[src/rtl/uart_rx_core.sv]
// uart_rx_core: 8N1 serial receiver with a programmable bit period.
// Bytes are delivered as one-cycle rx_valid pulses; framing errors as frame_err pulses.
`timescale 1ns/1ps
module uart_rx_core #(
    parameter int DW          = 16,
    parameter int SYNC_STAGES = 2
) (
    input  logic          clk,
    input  logic          rstn,
    input  logic          rx_en,
    input  logic [DW-1:0] comp,
    input  logic          uart_rx,
    output logic [7:0]    rx_data,
    output logic          rx_valid,
    output logic          frame_err,
    output logic          rx_busy
);

    typedef enum logic [1:0] {
        IDLE,
        START,
        DATA,
        STOP
    } state_e;

    localparam logic [DW-1:0] ONE = 1;

    logic [SYNC_STAGES-1:0] sync_q;
    logic                   rx_s;
    logic                   rx_s_d_q;
    logic                   start_edge;

    state_e                 state_q, state_d;
    logic [DW-1:0]          cnt_q, cnt_d;
    logic [2:0]             idx_q, idx_d;
    logic [DW-1:0]          comp_r_q, comp_r_d;
    logic [7:0]             shreg_q, shreg_d;
    logic [7:0]             rx_data_q, rx_data_d;
    logic                   rx_valid_q, rx_valid_d;
    logic                   frame_err_q, frame_err_d;

    logic [DW-1:0]          half_bit;
    logic [DW-1:0]          last_cnt;

    assign rx_s       = sync_q[SYNC_STAGES-1];
    assign start_edge = rx_s_d_q & ~rx_s;
    assign half_bit   = comp_r_q >> 1;
    assign last_cnt   = comp_r_q - ONE;

    // Metastability chain on the raw pin plus one delay flop for edge detect
    always_ff @(posedge clk) begin
        if (rstn) begin
            sync_q   <= '1;
            rx_s_d_q <= 1'b1;
        end else begin
            sync_q   <= {sync_q[SYNC_STAGES-2:0], uart_rx};
            rx_s_d_q <= rx_s;
        end
    end

    // Next-state logic: start qualification, mid-bit sampling, stop check
    always_comb begin
        state_d     = state_q;
        cnt_d       = cnt_q;
        idx_d       = idx_q;
        comp_r_d    = comp_r_q;
        shreg_d     = shreg_q;
        rx_data_d   = rx_data_q;
        rx_valid_d  = 1'b0;
        frame_err_d = 1'b0;
        if (!rx_en) begin
            state_d = IDLE;
        end else begin
            unique case (state_q)
                IDLE: begin
                    if (start_edge) begin
                        state_d  = START;
                        cnt_d    = '0;
                        comp_r_d = comp;
                    end
                end
                START: begin
                    if (cnt_q == half_bit) begin
                        if (rx_s) begin
                            state_d = IDLE;
                        end else begin
                            state_d = DATA;
                            cnt_d   = '0;
                            idx_d   = 3'd0;
                        end
                    end else begin
                        cnt_d = cnt_q + ONE;
                    end
                end
                DATA: begin
                    if (cnt_q == last_cnt) begin
                        shreg_d = {rx_s, shreg_q[7:1]};
                        cnt_d   = '0;
                        if (idx_q == 3'd7) begin
                            state_d = STOP;
                        end else begin
                            idx_d = idx_q + 3'd1;
                        end
                    end else begin
                        cnt_d = cnt_q + ONE;
                    end
                end
                STOP: begin
                    if (cnt_q == last_cnt) begin
                        if (rx_s) begin
                            rx_data_d  = shreg_q;
                            rx_valid_d = 1'b1;
                        end else begin
                            frame_err_d = 1'b1;
                        end
                        state_d = IDLE;
                    end else begin
                        cnt_d = cnt_q + ONE;
                    end
                end
                default: state_d = IDLE;
            endcase
        end
    end

    // Receiver state and registered outputs
    always_ff @(posedge clk) begin
        if (rstn) begin
            state_q     <= IDLE;
            cnt_q       <= '0;
            idx_q       <= 3'd0;
            comp_r_q    <= '0;
            shreg_q     <= 8'h00;
            rx_data_q   <= 8'h00;
            rx_valid_q  <= 1'b0;
            frame_err_q <= 1'b0;
        end else begin
            state_q     <= state_d;
            cnt_q       <= cnt_d;
            idx_q       <= idx_d;
            comp_r_q    <= comp_r_d;
            shreg_q     <= shreg_d;
            rx_data_q   <= rx_data_d;
            rx_valid_q  <= rx_valid_d;
            frame_err_q <= frame_err_d;
        end
    end

    assign rx_data   = rx_data_q;
    assign rx_valid  = rx_valid_q;
    assign frame_err = frame_err_q;
    assign rx_busy   = (state_q != IDLE);

endmodule

[config.mk]
export PLATFORM = sky130hd
export DESIGN_NAME = uart_rx_core
export DESIGN_NICKNAME = d
export VERILOG_FILES = /design/src/rtl/uart_rx_core.sv
export SDC_FILE = /design/constraint.sdc
export NUM_CORES = 1
export LEC_CHECK = 0
export ABC_AREA = 1
export BUFFER_PORTS_ARGS = -buffer_cell sky130_fd_sc_hd__buf_2
export CAP_MARGIN = 10
export CORE_MARGIN = 5
export CORE_UTILIZATION = 65
export DETAILED_ROUTE_END_ITERATION = 7
export GPL_TIMING_DRIVEN = 0
export HOLD_SLACK_MARGIN = 0.12
export PLACE_DENSITY = 0.85
export RECOVER_POWER = 25
export REMOVE_ABC_BUFFERS = 1
export SLEW_MARGIN = 20
export SYNTH_ARGS = -nofsm -noshare
export SYNTH_HDL_FRONTEND = slang
export SYNTH_SLANG_ARGS = --single-unit
[constraint.sdc]
create_clock -name clk -period 5.3 [get_ports clk]
set_clock_uncertainty 0.2 [all_clocks]
set_input_delay 1.325 -clock clk [delete_from_list [all_inputs] [get_ports clk]]
set_output_delay 1.325 -clock clk [all_outputs]
set_load 0.005 [all_outputs]
==> key figures <==
Run status
  – Status: completed

Clocking
  – CTS buffer count: 9
  – Clock Sinks: 58
  – H-tree levels: 3
  – Skew-Pair Late Insertion Delay: around 0.35 ns
  – CTS root buffer: clkbuf_8
  – Cts hold-fix bufs: 0
  – Clock Path Buffers: 2
  – TritonCTS clock tree: done
  – Clk slew on worst S/H paths: 0.08 ns
  – Resized cells post-CTS: 0
  – Post-CTS Setup Bufs: 0

Floorplan
  – Die ar.: between 7000 and 8000 sq um
  – Io pins: 31
  – Row count: 28
  – Core area: 5890 sq um
  – Initial Util: between 60% and 70%
  – Die Y: between 80 and 90 um
  – Die W: slightly below 90 um

Global routing
  – Vias in the first global route: approximately 3700
  – Largest net degree at the start of global routing: 36
  – Antenna violations before repair: 0
  – Grt ovf: 0
  – First-pass GRT wire length: 16100 um
  – Total Routing Usage GR: a little over a quarter

Finish
  – Area Growth Syn to Fin: 7.71%
  – Post-layout util: roughly 70%
  – Share of cells above drive strength 1: 9.59%
  – Non-Filler Instances: around 730
  – N_diodes: 0
  – Post-Layout Inst Area: 4230 sq um
  – Nets: a little under 700

Worst setup path
  – CP Cell Sequence: inv_1, ha_1, nand3_4, nor2_4, xor2_1, nand2_1, nor2_1, nand3b_1, nor2_1, nand4_1, nand2_1, nand2_1, nor2_1
  – Critical Path Max Stage Delay: roughly 0.6 ns
  – Max FO, Critical Path: 17
  – Cell family with most CP delay: simple AND/OR/NAND/NOR gates
  – Setup crit end kind: flip-flop
  – CP arrival: around 3.3 ns
  – Buffer and inverter count on the worst path: 1
  – FF-to-FF setup slack: 2.12 ns
  – Crit path max-delay cell type: nand4_1
  – Setup Crit Path Kind: reg2reg
  – CP Launch Type: flip-flop
  – Crit path required time: approximately 5.4 ns

STA
  – Relative slew margins: a little under a third
  – Setup TNS Final: 0 ns
  – Fin. Hold Viols: 0
  – Fmax: ~310 MHz
  – Tmin final: about 3.2 ns
  – Worst Max-Slew Pin Slew: about 1.0 ns
  – Slew Limit Fails: 0
  – Setup violations, final: 0
  – Final Cycle Share: about three fifths
  – Unrepaired setup endpoints after global routing: false

Synth
  – Top-count cell post-synth: nand2_1
  – Post-synth top cells: nand2_1 (168), nor2_1 (94), nand3_1 (73), inv_1 (67), dfxtp_1 (58)
  – Post-synthesis cell type count: 33
  – Post-synthesis async set-or-reset flop share: 0%
  – Synth warn: 0
  – Flops & latches, synth: 58
  – Post-synth EDFFs: 0
  – Synth area leader: dfxtp_1
  – Synth top area cells: dfxtp_1 (30%), nand2_1 (16%), nand3_1 (9.3%)
  – Syn Area/Cell: between 6 and 7 sq um
  – Sequential area share after synthesis: between 20 and 30%
  – Synth Instances: between 600 and 700
  – Post-synth top area share: 29.6%
  – Post-Syn Area: about 3900 sq um
  – Primary FF master, synth: dfxtp_1

Placed design
  – Number of port buffers: 30
  – Dpl cell area: 4030 sq um
  – DP Cell Count: around 720
  – Post-DP HPWL: roughly 6800 um
  – GPL Wtd Cong: between 0.9 and 1

Pwr
  – Power after layout: roughly 1.1 mW
  – Peak supply drop: approximately 0.00022 V
  – NetSw: roughly 0.3 mW
  – Comb power frac: a little over an eighth
  – Leak Pwr: 1.98 nW
  – Pwr per Cell Area: about 250 nW/um^2
  – Switching part of the total power: ~29%
  – Clock Power Share: 44.3%
  – Flop pwr share: 42.3%
  – Internal power: 0.758 mW

Route
  – Initial DRC count: roughly 350
  – Avg WL per Cell: roughly 13 um
  – Post-Route WL: 9530 um
  – Final ANT Viol Nets: 0
  – Drt first pass iters: 5
  – Vias per std cell: ~5.5
  – Vias: between 4000 and 5000
  – DR DRC count: 0

Run
  – Max-cap violations: 0

Min path
  – Worst Hold Class: reg2reg
[area by class of cell]
| cell class | count | area, sq um |
|---|---|---|
| clock buffers | 9 | 124 |
| flip-flops and latches | 58 | 1160 |
| well taps | 75 | 93.8 |
| repair buffers | 30 | 140 |
| clock inverters | 7 | 103 |
| multi-input cells | 481 | 2340 |
| inverters | 72 | 270 |
| fillers | 502 | 1660 |
[registers in the layout, indices dropped and copies added, names as in the netlist, named ones only]
| name | flops |
|---|---|
| frame_err | 1 |
| rx_valid | 1 |
| rx_data | 8 |
| cnt_q | 16 |
| sync_q | 2 |
| shreg_q | 8 |
| idx_q | 3 |
| rx_s_d_q | 1 |
| state_q | 1 |
| comp_r_q | 16 |
[power by group through the flow]
stage / combinational [mW] / clock (mW) / sequential, mW
final: 0.143 / 0.472 / 0.450
after global routing: 0.165 / 0.499 / 0.451
after CTS: 0.143 / 0.475 / 0.450
after detailed placement: 0.142 / 0 / 0.460
after global placement: 0.137 / 0 / 0.460
after floorplan: 0.108 / 0 / 0.458
[path summary, 6_finish.rpt]
kind	endpoint	depth (start not counted)	start
setup / recovery	rx_data[1]	13	comp_r_q[0]
hold / removal	sync_q[1]	1	sync_q[0]
setup reg to reg	rx_data[1]	13	comp_r_q[0]
hold reg to reg	sync_q[1]	1	sync_q[0]
[cells in the final DEF (no fill, tap or decap), types with 3 or more instances in the layout]
cell / count
nand2_1: 168
nor2_1: 93
nand3_1: 73
inv_1: 67
dfxtp_1: 58
o21ai_0: 31
a21oi_1: 30
buf_2: 22
xor2_1: 18
xnor2_1: 12
clkbuf_8: 9
nand3b_1: 8
nor3_1: 8
clkbuf_1: 8
nand4_1: 7
nor2_4: 5
nor2_2: 5
or2_2: 5
inv_2: 4
ha_1: 4
nor4_1: 3
clkinv_4: 3
[metal layers]
metal | share of wire (%) | vias up | global-route usage [%]
met1 | 43 | 1827 | 33.5
met4 | 2.4 | 0 | 12.4
met2 | 48 | 141 | 41.6
met5 | 0 | - | 0
met3 | 6.6 | 27 | 5.64
li1 | - | 2046 | -
[cell families (layout without fill, tap and decap cells)]
kind of cell	count (synthesis)	count (layout)	share of synthesized area [%]
fa+ha+maj	4	4	1.28
compound gates	66	66	8.58
buf+inv	99	118	10.5
flops	58	58	29.6
simple gates	381	381	43.4
xor+xnor	30	30	6.69
[metrics by stage]
step	hold slack, ns	setup WS, ns
6_report	0.214	2.12
5_1_grt	0.230	1.75
4_1_cts	0.216	2.50
3_5_place_dp	0.197	2.21
3_3_place_gp	0.190	2.23
2_1_floorplan	0.189	2.80
Power figures use the tool's default switching activity.
